<file path="src/rtl/lcd_pkg.sv">
// Shared LCD definitions: ST7789 command opcodes, FIFO word layout and
// the rectangle-fill state encoding.
// Used by the rect-fill producer and by later bitmap/text writers.
package lcd_pkg;

  // ST7789 command opcodes
  localparam logic [7:0] CMD_CASET = 8'h2A;
  localparam logic [7:0] CMD_RASET = 8'h2B;
  localparam logic [7:0] CMD_RAMWR = 8'h2C;

  // FIFO word: bit RS_BIT carries the RS line (0 = command, 1 = data)
  localparam int RS_BIT = 8;

  // Window header is CASET + 4 bytes, RASET + 4 bytes, RAMWR
  localparam logic [3:0] HDR_LAST_IDX = 4'd10;

  typedef enum logic [2:0] {
    IDLE,
    HEADER,
    PIX_HI,
    PIX_LO,
    DONE
  } rect_fill_state_t;

  // Build a 9-bit FIFO word from an RS value and a payload byte
  function automatic logic [8:0] mk_word(input logic rs, input logic [7:0] b);
    logic [8:0] w;
    w         = {1'b0, b};
    w[RS_BIT] = rs;
    return w;
  endfunction

endpackage

</file>
<file path="src/rtl/lcd_win_counter.sv">
// Column/row scan counter for a rectangular window, column-major inner loop.
// Latency: load/advance take effect on the next clock; last_o is combinational.
// Backpressure: none internally; caller pulses advance_i once per pixel.
//
// Ports:
//   clk, rst            clock, asynchronous active-low reset
//   load_i              move to (x_first_i, y_first_i)
//   advance_i           step to the next pixel (ignored on the last pixel)
//   x/y_first/last_i    inclusive window bounds, held stable by the caller
//   last_o              current position is (x_last_i, y_last_i)
module lcd_win_counter #(
  parameter int W = 9
) (
  input  logic         clk,
  input  logic         rst,
  input  logic         load_i,
  input  logic         advance_i,
  input  logic [W-1:0] x_first_i,
  input  logic [W-1:0] x_last_i,
  input  logic [W-1:0] y_first_i,
  input  logic [W-1:0] y_last_i,
  output logic         last_o
);

  logic [W-1:0] col_q, col_d;
  logic [W-1:0] row_q, row_d;
  logic         col_last;

  // Compare before incrementing so a window ending at the top code never wraps
  assign col_last = (col_q == x_last_i);
  assign last_o   = col_last && (row_q == y_last_i);

  always_comb begin
    col_d = col_q;
    row_d = row_q;
    if (load_i) begin
      col_d = x_first_i;
      row_d = y_first_i;
    end else if (advance_i && !last_o) begin
      if (col_last) begin
        col_d = x_first_i;
        row_d = row_q + 1'b1;
      end else begin
        col_d = col_q + 1'b1;
      end
    end
  end

  always_ff @(posedge clk or negedge rst) begin
    if (!rst) begin
      col_q <= '0;
      row_q <= '0;
    end else begin
      col_q <= col_d;
      row_q <= row_d;
    end
  end

endmodule

</file>
<file path="src/rtl/lcd_rect_fill.sv">
// Emits a full ST7789 window-fill (CASET/RASET/RAMWR + W*H RGB565 pixels) as 9-bit FIFO words.
// Latency: start in cycle N -> first word valid in N+1; one word per cycle with ready high.
// Backpressure: valid/data registered and held until ready; ready may drop on any cycle.
//
// Ports:
//   clk, rst              clock, asynchronous active-low reset
//   start                 fill request, sampled only in IDLE
//   x0, x1, y0, y1        inclusive window bounds, latched on accepted start
//   colour                RGB565 fill colour, latched on accepted start
//   busy                  high whenever not IDLE
//   done, err             one-cycle end-of-transaction pulse; err marks an invalid rectangle
//   valid, ready, data    FIFO write port (bit 8 = RS, bits 7:0 = payload)
module lcd_rect_fill
  import lcd_pkg::*;
#(
  parameter int COORD_WIDTH = 9,
  parameter int WORD_WIDTH  = 9
) (
  input  logic                   clk,
  input  logic                   rst,
  input  logic                   start,
  input  logic [COORD_WIDTH-1:0] x0,
  input  logic [COORD_WIDTH-1:0] x1,
  input  logic [COORD_WIDTH-1:0] y0,
  input  logic [COORD_WIDTH-1:0] y1,
  input  logic [15:0]            colour,
  output logic                   busy,
  output logic                   done,
  output logic                   err,
  output logic                   valid,
  input  logic                   ready,
  output logic [WORD_WIDTH-1:0]  data
);

  if (WORD_WIDTH != 9) begin : g_bad_word_width
    $error("lcd_rect_fill: WORD_WIDTH must be 9");
  end
  if (COORD_WIDTH < 1 || COORD_WIDTH > 16) begin : g_bad_coord_width
    $error("lcd_rect_fill: COORD_WIDTH must be in 1..16");
  end

  rect_fill_state_t state_q, state_d;
  logic [3:0]       idx_q, idx_d;
  logic             valid_q, valid_d;
  logic [8:0]       data_q, data_d;
  logic             err_q, err_d;

  logic [COORD_WIDTH-1:0] x0_q, x1_q, y0_q, y1_q;
  logic [15:0]            colour_q;

  logic        latch_en;
  logic        cnt_load;
  logic        cnt_adv;
  logic        pix_last;
  logic        xfer;
  logic [3:0]  hdr_sel;
  logic [8:0]  hdr_word;
  logic [15:0] x0_w, x1_w, y0_w, y1_w;

  assign xfer = valid_q && ready;

  // Coordinates travel as 16-bit big-endian values regardless of COORD_WIDTH
  assign x0_w = 16'(x0_q);
  assign x1_w = 16'(x1_q);
  assign y0_w = 16'(y0_q);
  assign y1_w = 16'(y1_q);

  // Header mux looks one word ahead: the registered data holds word idx_q,
  // so on a transfer the next word to load is idx_q + 1.
  assign hdr_sel = idx_q + 4'd1;

  always_comb begin
    hdr_word = 9'd0;
    case (hdr_sel)
      4'd0:    hdr_word = mk_word(1'b0, CMD_CASET);
      4'd1:    hdr_word = mk_word(1'b1, x0_w[15:8]);
      4'd2:    hdr_word = mk_word(1'b1, x0_w[7:0]);
      4'd3:    hdr_word = mk_word(1'b1, x1_w[15:8]);
      4'd4:    hdr_word = mk_word(1'b1, x1_w[7:0]);
      4'd5:    hdr_word = mk_word(1'b0, CMD_RASET);
      4'd6:    hdr_word = mk_word(1'b1, y0_w[15:8]);
      4'd7:    hdr_word = mk_word(1'b1, y0_w[7:0]);
      4'd8:    hdr_word = mk_word(1'b1, y1_w[15:8]);
      4'd9:    hdr_word = mk_word(1'b1, y1_w[7:0]);
      4'd10:   hdr_word = mk_word(1'b0, CMD_RAMWR);
      default: hdr_word = 9'd0;
    endcase
  end

  always_comb begin
    state_d  = state_q;
    idx_d    = idx_q;
    valid_d  = valid_q;
    data_d   = data_q;
    err_d    = err_q;
    latch_en = 1'b0;
    cnt_load = 1'b0;
    cnt_adv  = 1'b0;

    case (state_q)
      IDLE: begin
        if (start) begin
          latch_en = 1'b1;
          if ((x1 < x0) || (y1 < y0)) begin
            // Invalid window: report immediately, emit nothing
            state_d = DONE;
            err_d   = 1'b1;
          end else begin
            state_d = HEADER;
            idx_d   = 4'd0;
            valid_d = 1'b1;
            data_d  = mk_word(1'b0, CMD_CASET);
            err_d   = 1'b0;
          end
        end
      end

      HEADER: begin
        if (xfer) begin
          if (idx_q == HDR_LAST_IDX) begin
            state_d  = PIX_HI;
            data_d   = mk_word(1'b1, colour_q[15:8]);
            cnt_load = 1'b1;
          end else begin
            idx_d  = hdr_sel;
            data_d = hdr_word;
          end
        end
      end

      PIX_HI: begin
        if (xfer) begin
          state_d = PIX_LO;
          data_d  = mk_word(1'b1, colour_q[7:0]);
        end
      end

      PIX_LO: begin
        if (xfer) begin
          if (pix_last) begin
            state_d = DONE;
            valid_d = 1'b0;
          end else begin
            cnt_adv = 1'b1;
            state_d = PIX_HI;
            data_d  = mk_word(1'b1, colour_q[15:8]);
          end
        end
      end

      DONE: begin
        state_d = IDLE;
        err_d   = 1'b0;
      end

      default: begin
        state_d = IDLE;
        valid_d = 1'b0;
        err_d   = 1'b0;
      end
    endcase
  end

  always_ff @(posedge clk or negedge rst) begin
    if (!rst) begin
      state_q <= IDLE;
      idx_q   <= 4'd0;
      valid_q <= 1'b0;
      data_q  <= 9'd0;
      err_q   <= 1'b0;
    end else begin
      state_q <= state_d;
      idx_q   <= idx_d;
      valid_q <= valid_d;
      data_q  <= data_d;
      err_q   <= err_d;
    end
  end

  always_ff @(posedge clk or negedge rst) begin
    if (!rst) begin
      x0_q     <= '0;
      x1_q     <= '0;
      y0_q     <= '0;
      y1_q     <= '0;
      colour_q <= 16'd0;
    end else if (latch_en) begin
      x0_q     <= x0;
      x1_q     <= x1;
      y0_q     <= y0;
      y1_q     <= y1;
      colour_q <= colour;
    end
  end

  lcd_win_counter #(
    .W(COORD_WIDTH)
  ) u_scan (
    .clk       (clk),
    .rst       (rst),
    .load_i    (cnt_load),
    .advance_i (cnt_adv),
    .x_first_i (x0_q),
    .x_last_i  (x1_q),
    .y_first_i (y0_q),
    .y_last_i  (y1_q),
    .last_o    (pix_last)
  );

  assign busy  = (state_q != IDLE);
  assign done  = (state_q == DONE);
  assign err   = (state_q == DONE) && err_q;
  assign valid = valid_q;
  assign data  = data_q;

endmodule

</file>
<file path="config.mk">
export PLATFORM = sky130hd
export DESIGN_NAME = lcd_rect_fill
export DESIGN_NICKNAME = d
export VERILOG_FILES = /design/src/rtl/lcd_pkg.sv /design/src/rtl/lcd_win_counter.sv /design/src/rtl/lcd_rect_fill.sv
export SDC_FILE = /design/constraint.sdc
export NUM_CORES = 1
export LEC_CHECK = 0
export BUFFER_PORTS_ARGS = -buffer_cell sky130_fd_sc_hd__buf_2
export CORE_MARGIN = 5
export CORE_UTILIZATION = 50
export CTS_BUF_LIST = sky130_fd_sc_hd__clkbuf_8
export CTS_CLUSTER_DIAMETER = 50
export DETAILED_ROUTE_END_ITERATION = 8
export PLACE_DENSITY = 0.82
export SETUP_SLACK_MARGIN = 0.15
export SLEW_MARGIN = 20
export SYNTH_ARGS = -nofsm -noshare
export SYNTH_HDL_FRONTEND = slang
export SYNTH_SLANG_ARGS = --single-unit
</file>
<file path="constraint.sdc">
create_clock -name clk -period 2.5 [get_ports clk]
set_input_delay 0.375 -clock clk [delete_from_list [all_inputs] [get_ports clk]]
set_output_delay 0.375 -clock clk [all_outputs]
set_load 0.005 [all_outputs]
</file>
# == Word-level counts from Yosys, hierarchy flattened ==
# Cells that the tools add are included.
# word_totals
reg_bits,88
inputBits,56
# classes
add_sub_neg,3
n_lt_le_gt_ge,2
n_eq_ne,26
mux,44
bitwise,2
n_reduce_logical,21
# op_table
op,n
two-way mux 9 bit,13
one-hot mux 9 bit (11 select lines),1
one-hot mux 9 bit (4 select lines),1
two-way mux 3 bit,7
adder 9 x 1 -> 9 bit (second input constant),2
equality test 9 bit,2
< comparator 9 bit,2
equality test 4 x 3 -> 1 bit (second input constant),4
equality test 4 bit (second input constant),4
two-way mux 4 bit,4
inequality test 2 bit (second input constant),8
AND reduction 5 bit,3
two-way mux 1 bit,14
one-hot mux 3 bit (4 select lines),1
equality test 4 x 2 -> 1 bit (second input constant),2
one-hot mux 4 bit (2 select lines),1
AND reduction 7 bit,1
equality test 3 x 2 -> 1 bit (second input constant),2
nonzero test 2 bit,3
OR reduction 3 bit,2
adder 4 x 1 -> 4 bit (second input constant),1
equality test 4 x 1 -> 1 bit (second input constant),1
logical AND 1 bit,4
zero test 4 bit,1
other kinds (12),14

# == Depth between registers and ports, before layout ==
# logic_depth
word_depth,8
ltp_mapped,10

# == Cells and area by module ==
# Synthesis repeated with hierarchy kept, for this count alone.
# hier_totals
hier_cells,547
area_unflattened_um2,5421.4
# by_module_without_submodules
mod,instances,cells_each,area_each_um2,seq_area_each_um2
lcd_rect_fill,1,382,4038.9,1751.7
lcd_win_counter,1,165,1382.6,450.4

# == Least setup slack after synthesis ==
# No wires, ideal clock.
# synth_timing
path_kind,flip-flop to flip-flop
startpoint,reg idx_q[0]
endpoint,"reg data_q[3], in the netlist data[3]"
arrival_ns,2.243
required_ns,2.375
slack_ns,0.133
stages_incl_launch_ff,10
n_path_buf,2
path_cell_list,dfrtp_1 ha_1 clkbuf_2 nor2b_4 and4_1 or2_1 buf_2 a22o_1 a2111o_1 mux2_2
# synth_between
elab_chain_cells,6
# synth_lines
element,line,text
"start, declared",lcd_rect_fill.sv:43,"logic [3:0] idx_q, idx_d;"
"start signal, assigned",lcd_rect_fill.sv:173,idx_q <= idx_d;
adder 4 x 1 -> 4 bit,lcd_rect_fill.sv:70,assign hdr_sel = idx_q + 4'd1;
"equality test 4 bit, or another cell as far along",lcd_rect_fill.sv:74,case (hdr_sel)
one-hot mux 9 bit (11 select lines),lcd_rect_fill.sv:74,
two-way mux 9 bit (*),lcd_rect_fill.sv:120,if (idx_q == HDR_LAST_IDX) begin
two-way mux 9 bit (*),lcd_rect_fill.sv:119,if (xfer) begin
one-hot mux 9 bit (4 select lines) (*),lcd_rect_fill.sv:100,case (state_q)
"end signal, assigned",lcd_rect_fill.sv:175,data_q <= data_d;
"end, declared",lcd_rect_fill.sv:45,"logic [8:0] data_q, data_d;"
# Mark *: on every way between the ends. The rest lies on a longest branch, timed or not. The select of a mux whose other input is x is not followed.
# A chain may end at the register's enable or synchronous reset.

# == Worst setup path after layout ==
# layout_timing
startpoint,reg idx_q[1]
endpoint,"reg data_q[5], in the netlist data[5]"
# The elaborated chain is that of the path after synthesis.

==> run summary <==
The count of final hold-check violations is 0. In the routed design, unresolved DRC markers number 0. Counting flops with a built-in enable in the synthesized netlist gives 0. The run gives 0.575 as the worst slew margin relative to its limit.

The final critical-path share of the clock period was 0.938; the peak ir drop on the vdd network was 700 uV. The top cell type's share of synthesized area was 0.408; the reported net switching power was 3.09 mW. Dividing the detail-routed wire length by the instance count gives 19.7 um. The first global-routing pass estimated 24100 um of wire. The tools report the max-cap violation count as 0. The floorplan has 38 rows.

The areal power density over the cells is 1150 nW/um2. The worst hold path passes through 3 cells. At the later pin of the worst-skew pair, clock insertion delay measures 0.37 ns. Of all nets on the critical path, the largest fanout is 11. The share of flip-flops with an asynchronous set or reset after synthesis is 1.00, and the clock skew is 0.0112 ns. The run gives 0 as the number of antenna violations at the first check in global routing. Summed over all instances, the cell type with the most area after synthesis is sky130_fd_sc_hd__dfrtp_1. The iteration-0 DRC count of the detailed router is 395. Before antenna repair, the detailed router went through 7 iterations. Relative to the synthesized area, the layout overhead comes to 19.2%. The H-tree was split into 3 levels. For the die outline area, the log shows 13000 um2.

In this run the mean area of a mapped cell was 9.84 um2. For the number of nets in the finished design, the log shows 716. For the finished layout, the period the worst path requires is 2.35 ns. The via count of the first global-routing pass was 4753; the cell-internal power was 4.28 mW. Once detail routing completed, the nets flagged for antenna violations numbered 0.

The finished layout holds 781 standard cells, fillers aside. Combinational cell fraction of total power: 0.486. Clock tree synthesis inserted a total of 9 buffers. The kind of capture point of the worst setup path was a register. The setup total negative slack was 0 ns; the slew of the pin with the lowest slew margin was 0.635 ns. For the arrival time of the worst setup path, the log shows 2.66 ns. The netlist area before placement is 5390 um2.

For the net count after synthesis, the log shows 628. Setup violations remaining at the end of the flow were counted as 0. The tree is rooted in a sky130_fd_sc_hd__clkbuf_8. The cell area after layout is 6430 um2, and the total wirelength of the detailed-routed design is 15400 um. Maximum number of pins on one net before global-route repair: 41. The vertical die dimension was 114 um; the global placer's final weighted congestion was 0.948. TritonCTS built the clock tree. The total area of sequential cells was 2200 um2. The run gives 0.144 as the part of the total power dissipated in the clock network. After floorplanning, the core was sized to cover 10700 um2.

Part of the power in registers: 0.370. The worst path meets setup with 0.154 ns of slack. The main flop type after synthesis is sky130_fd_sc_hd__dfrtp_1. The number of pins with negative max-slew slack in the final report is 0. Using the TritonRoute via totals, the vias-per-cell ratio works out to 6.10. Fraction of final layout cells sized beyond drive strength 1: 0.342.

Timing analysis after detailed placement gives a worst setup slack of -0.0242 ns. The run gives 3.00 nW as the leakage power of the design. The run gives 11600 um as the detailed-placement wirelength estimate. The routed layout has 4767 vias. The logs give 2 for the buffer depth of the longest clock path and 0.426 GHz for the timing-limited maximum frequency. The synthesized netlist contains 66 unique library cells. The initial core utilization is 0.504, and the switching portion of total power is 0.419. The startpoint kind of the worst setup timing path was a register.

The tools report the sequential cell area fraction in the yosys report as 0.408. Ranked by total cell area, the synthesized netlist is headed by sky130_fd_sc_hd__dfrtp_1 (41%), sky130_fd_sc_hd__mux2_2 (12%), sky130_fd_sc_hd__ha_1 (5.6%), sky130_fd_sc_hd__o21ai_0 (3.9%), sky130_fd_sc_hd__a21oi_1 (3.3%). The post-CTS clock slew at the launch and capture registers of the worst setup and hold paths is 0.09 ns. In the final layout, the multi-input gates occupy 3050 um2. The tools report the synthesized instance count as 548. Setup repair after global routing could not meet its margin everywhere.

The run gives 69 as the boundary pin count. The worst hold path belongs to the class input pin to register. The placed instances occupy a cell area of 6070 um2. The worst register-to-register path has a depth of 8. The floorplan step set the die width to 114 um. For this run, the number of Yosys warnings is 0. The run gives 0.601 as the fraction of the core area covered by cells at the end of the flow. The run finished with clean final reports. Clock net sink count: 88. The count of filler cells inserted in the layout is 876, and the overflow left after global routing is 0. The run gives 0.236 as the global-route usage over all layers. The count of buffers added on input and output ports is 68. The post-synthesis register bit count was 88. Counting tap cells, the placed design contains a total of 762 instances. STA puts the critical path data required time at 2.82 ns. The antenna cell count was 0.

The critical path is of the register to register type.
power by group through the flow:
stage          clock network, mW  logic [mW]  registers, mW
2_1_floorplan                  0        2.31           2.42
3_3_place_gp                   0        3.19           2.67
3_5_place_dp                   0        3.28           2.70
4_1_cts                     1.07        3.39           2.68
5_1_grt                     1.13        3.87           2.76
6_report                    1.06        3.59           2.73
what timing repair did:
| action | in CTS | in global routing |
|---|---|---|
| endpoints found under the setup margin | 13 | 24 |
| buffers inserted | 1 | 1 |
| resized for setup | 8 | 17 |
| endpoints found under the hold margin | 34 | 0 |
| pin swaps | 2 | 4 |
| hold buffers | 1 | 0 |
flip-flops by register name, indices dropped and copies added (netlist names), 3 cells and up:
name / cells
y1_q: 9
u_scan.col_q: 9
u_scan.row_q: 9
colour_q: 16
y0_q: 9
data: 9
idx_q: 4
state_q: 3
x1_q: 9
x0_q: 9
cells by family (layout without fill, tap and decap cells):
group,Yosys count,in the layout,share of synthesized area
XOR/XNOR,22,22,0.0371
AND/OR/NAND/NOR,134,134,0.132
multiplexers,67,67,0.138
AO/OA/AOI/OAI,150,150,0.180
buffers and inverters,63,156,0.0487
flip-flops,88,88,0.408
adder cells (fa/ha/maj),24,24,0.0557
metrics by stage:
stage | hold slack (ns) | total power, mW
4_1_cts | 0.189 | 7.13
5_1_grt | 0.225 | 7.76
3_3_place_gp | 0.383 | 5.86
3_5_place_dp | 0.385 | 5.98
2_1_floorplan | 0.0794 | 4.73
6_report | 0.199 | 7.37
synth_stat cells, types with 7 or more instances:
master,instances
sky130_fd_sc_hd__inv_1,33
sky130_fd_sc_hd__nand3_1,22
sky130_fd_sc_hd__a22oi_1,9
sky130_fd_sc_hd__nand2_1,35
sky130_fd_sc_hd__mux2_2,58
sky130_fd_sc_hd__nor2_1,20
sky130_fd_sc_hd__a21oi_1,36
sky130_fd_sc_hd__mux2i_1,9
sky130_fd_sc_hd__ha_1,24
sky130_fd_sc_hd__o21ai_0,42
sky130_fd_sc_hd__clkbuf_1,12
sky130_fd_sc_hd__xor2_1,19
sky130_fd_sc_hd__nor3_1,8
sky130_fd_sc_hd__buf_2,11
sky130_fd_sc_hd__nand2b_1,7
sky130_fd_sc_hd__and3_1,7
sky130_fd_sc_hd__a31oi_1,12
sky130_fd_sc_hd__dfrtp_1,88
cell type report:
class | count | area share
Multi-Input combinational cell | 397 | 0.474
Inverter | 33 | 0.0193
Sequential cell | 88 | 0.343
Tap cell | 140 | 0.0272
Clock buffer | 10 | 0.0214
Timing Repair Buffer | 107 | 0.103
Clock inverter | 6 | 0.0117
final timing paths:
kind                       startpoint               to  slack (ns)
max                          idx_q[1]          data[5]        0.15
min                         colour[5]      colour_q[5]        0.20
max reg2reg                  idx_q[1]          data[5]        0.15
min reg2reg                   data[4]          data[4]        0.51
max in group asynchronous         rst          y0_q[8]        1.37
min in group asynchronous         rst  u_scan.col_q[4]        0.52
worst max-delay path, cell delays in order, from the launching register on:
cell and delay [ns]:
sky130_fd_sc_hd__dfrtp_2 0.41, sky130_fd_sc_hd__ha_2 0.24, sky130_fd_sc_hd__buf_4 0.19, sky130_fd_sc_hd__nor4bb_1 0.54
sky130_fd_sc_hd__buf_4 0.23, sky130_fd_sc_hd__nand2_1 0.06, sky130_fd_sc_hd__and4_1 0.21, sky130_fd_sc_hd__a22oi_1 0.21
sky130_fd_sc_hd__mux2_2 0.20
cells in the final DEF (no fill, tap or decap), types with 3 or more instances in the layout:
master,instances
sky130_fd_sc_hd__dfrtp_1,86
sky130_fd_sc_hd__a21o_1,4
sky130_fd_sc_hd__a31oi_1,11
sky130_fd_sc_hd__and3_1,7
sky130_fd_sc_hd__mux2i_1,9
sky130_fd_sc_hd__buf_4,37
sky130_fd_sc_hd__nand3_1,22
sky130_fd_sc_hd__clkbuf_8,10
sky130_fd_sc_hd__inv_1,32
sky130_fd_sc_hd__a31o_2,4
sky130_fd_sc_hd__nand2b_1,7
sky130_fd_sc_hd__o21a_1,3
sky130_fd_sc_hd__nand4_1,6
sky130_fd_sc_hd__nand2_1,34
sky130_fd_sc_hd__or2_2,6
sky130_fd_sc_hd__a221oi_2,4
sky130_fd_sc_hd__nor3_1,7
sky130_fd_sc_hd__o21bai_1,3
sky130_fd_sc_hd__and4_1,3
sky130_fd_sc_hd__ha_2,3
sky130_fd_sc_hd__buf_2,67
sky130_fd_sc_hd__o22ai_1,3
sky130_fd_sc_hd__nor2_1,19
sky130_fd_sc_hd__mux2_2,57
sky130_fd_sc_hd__a22o_1,3
sky130_fd_sc_hd__a22oi_1,9
sky130_fd_sc_hd__xor2_1,19
sky130_fd_sc_hd__and2_1,4
sky130_fd_sc_hd__o21ai_0,42
sky130_fd_sc_hd__ha_1,20
sky130_fd_sc_hd__a21oi_1,36
routing by layer:
layer | vias to the layer above | track usage | share of wire
met5 | - | 0 | 0
met4 | 0 | 0.119 | 0.050
met3 | 67 | 0.0419 | 0.057
met2 | 197 | 0.384 | 0.47
met1 | 2329 | 0.303 | 0.42
li1 | 2174 | - | -
Power figures use the tool's default switching activity.
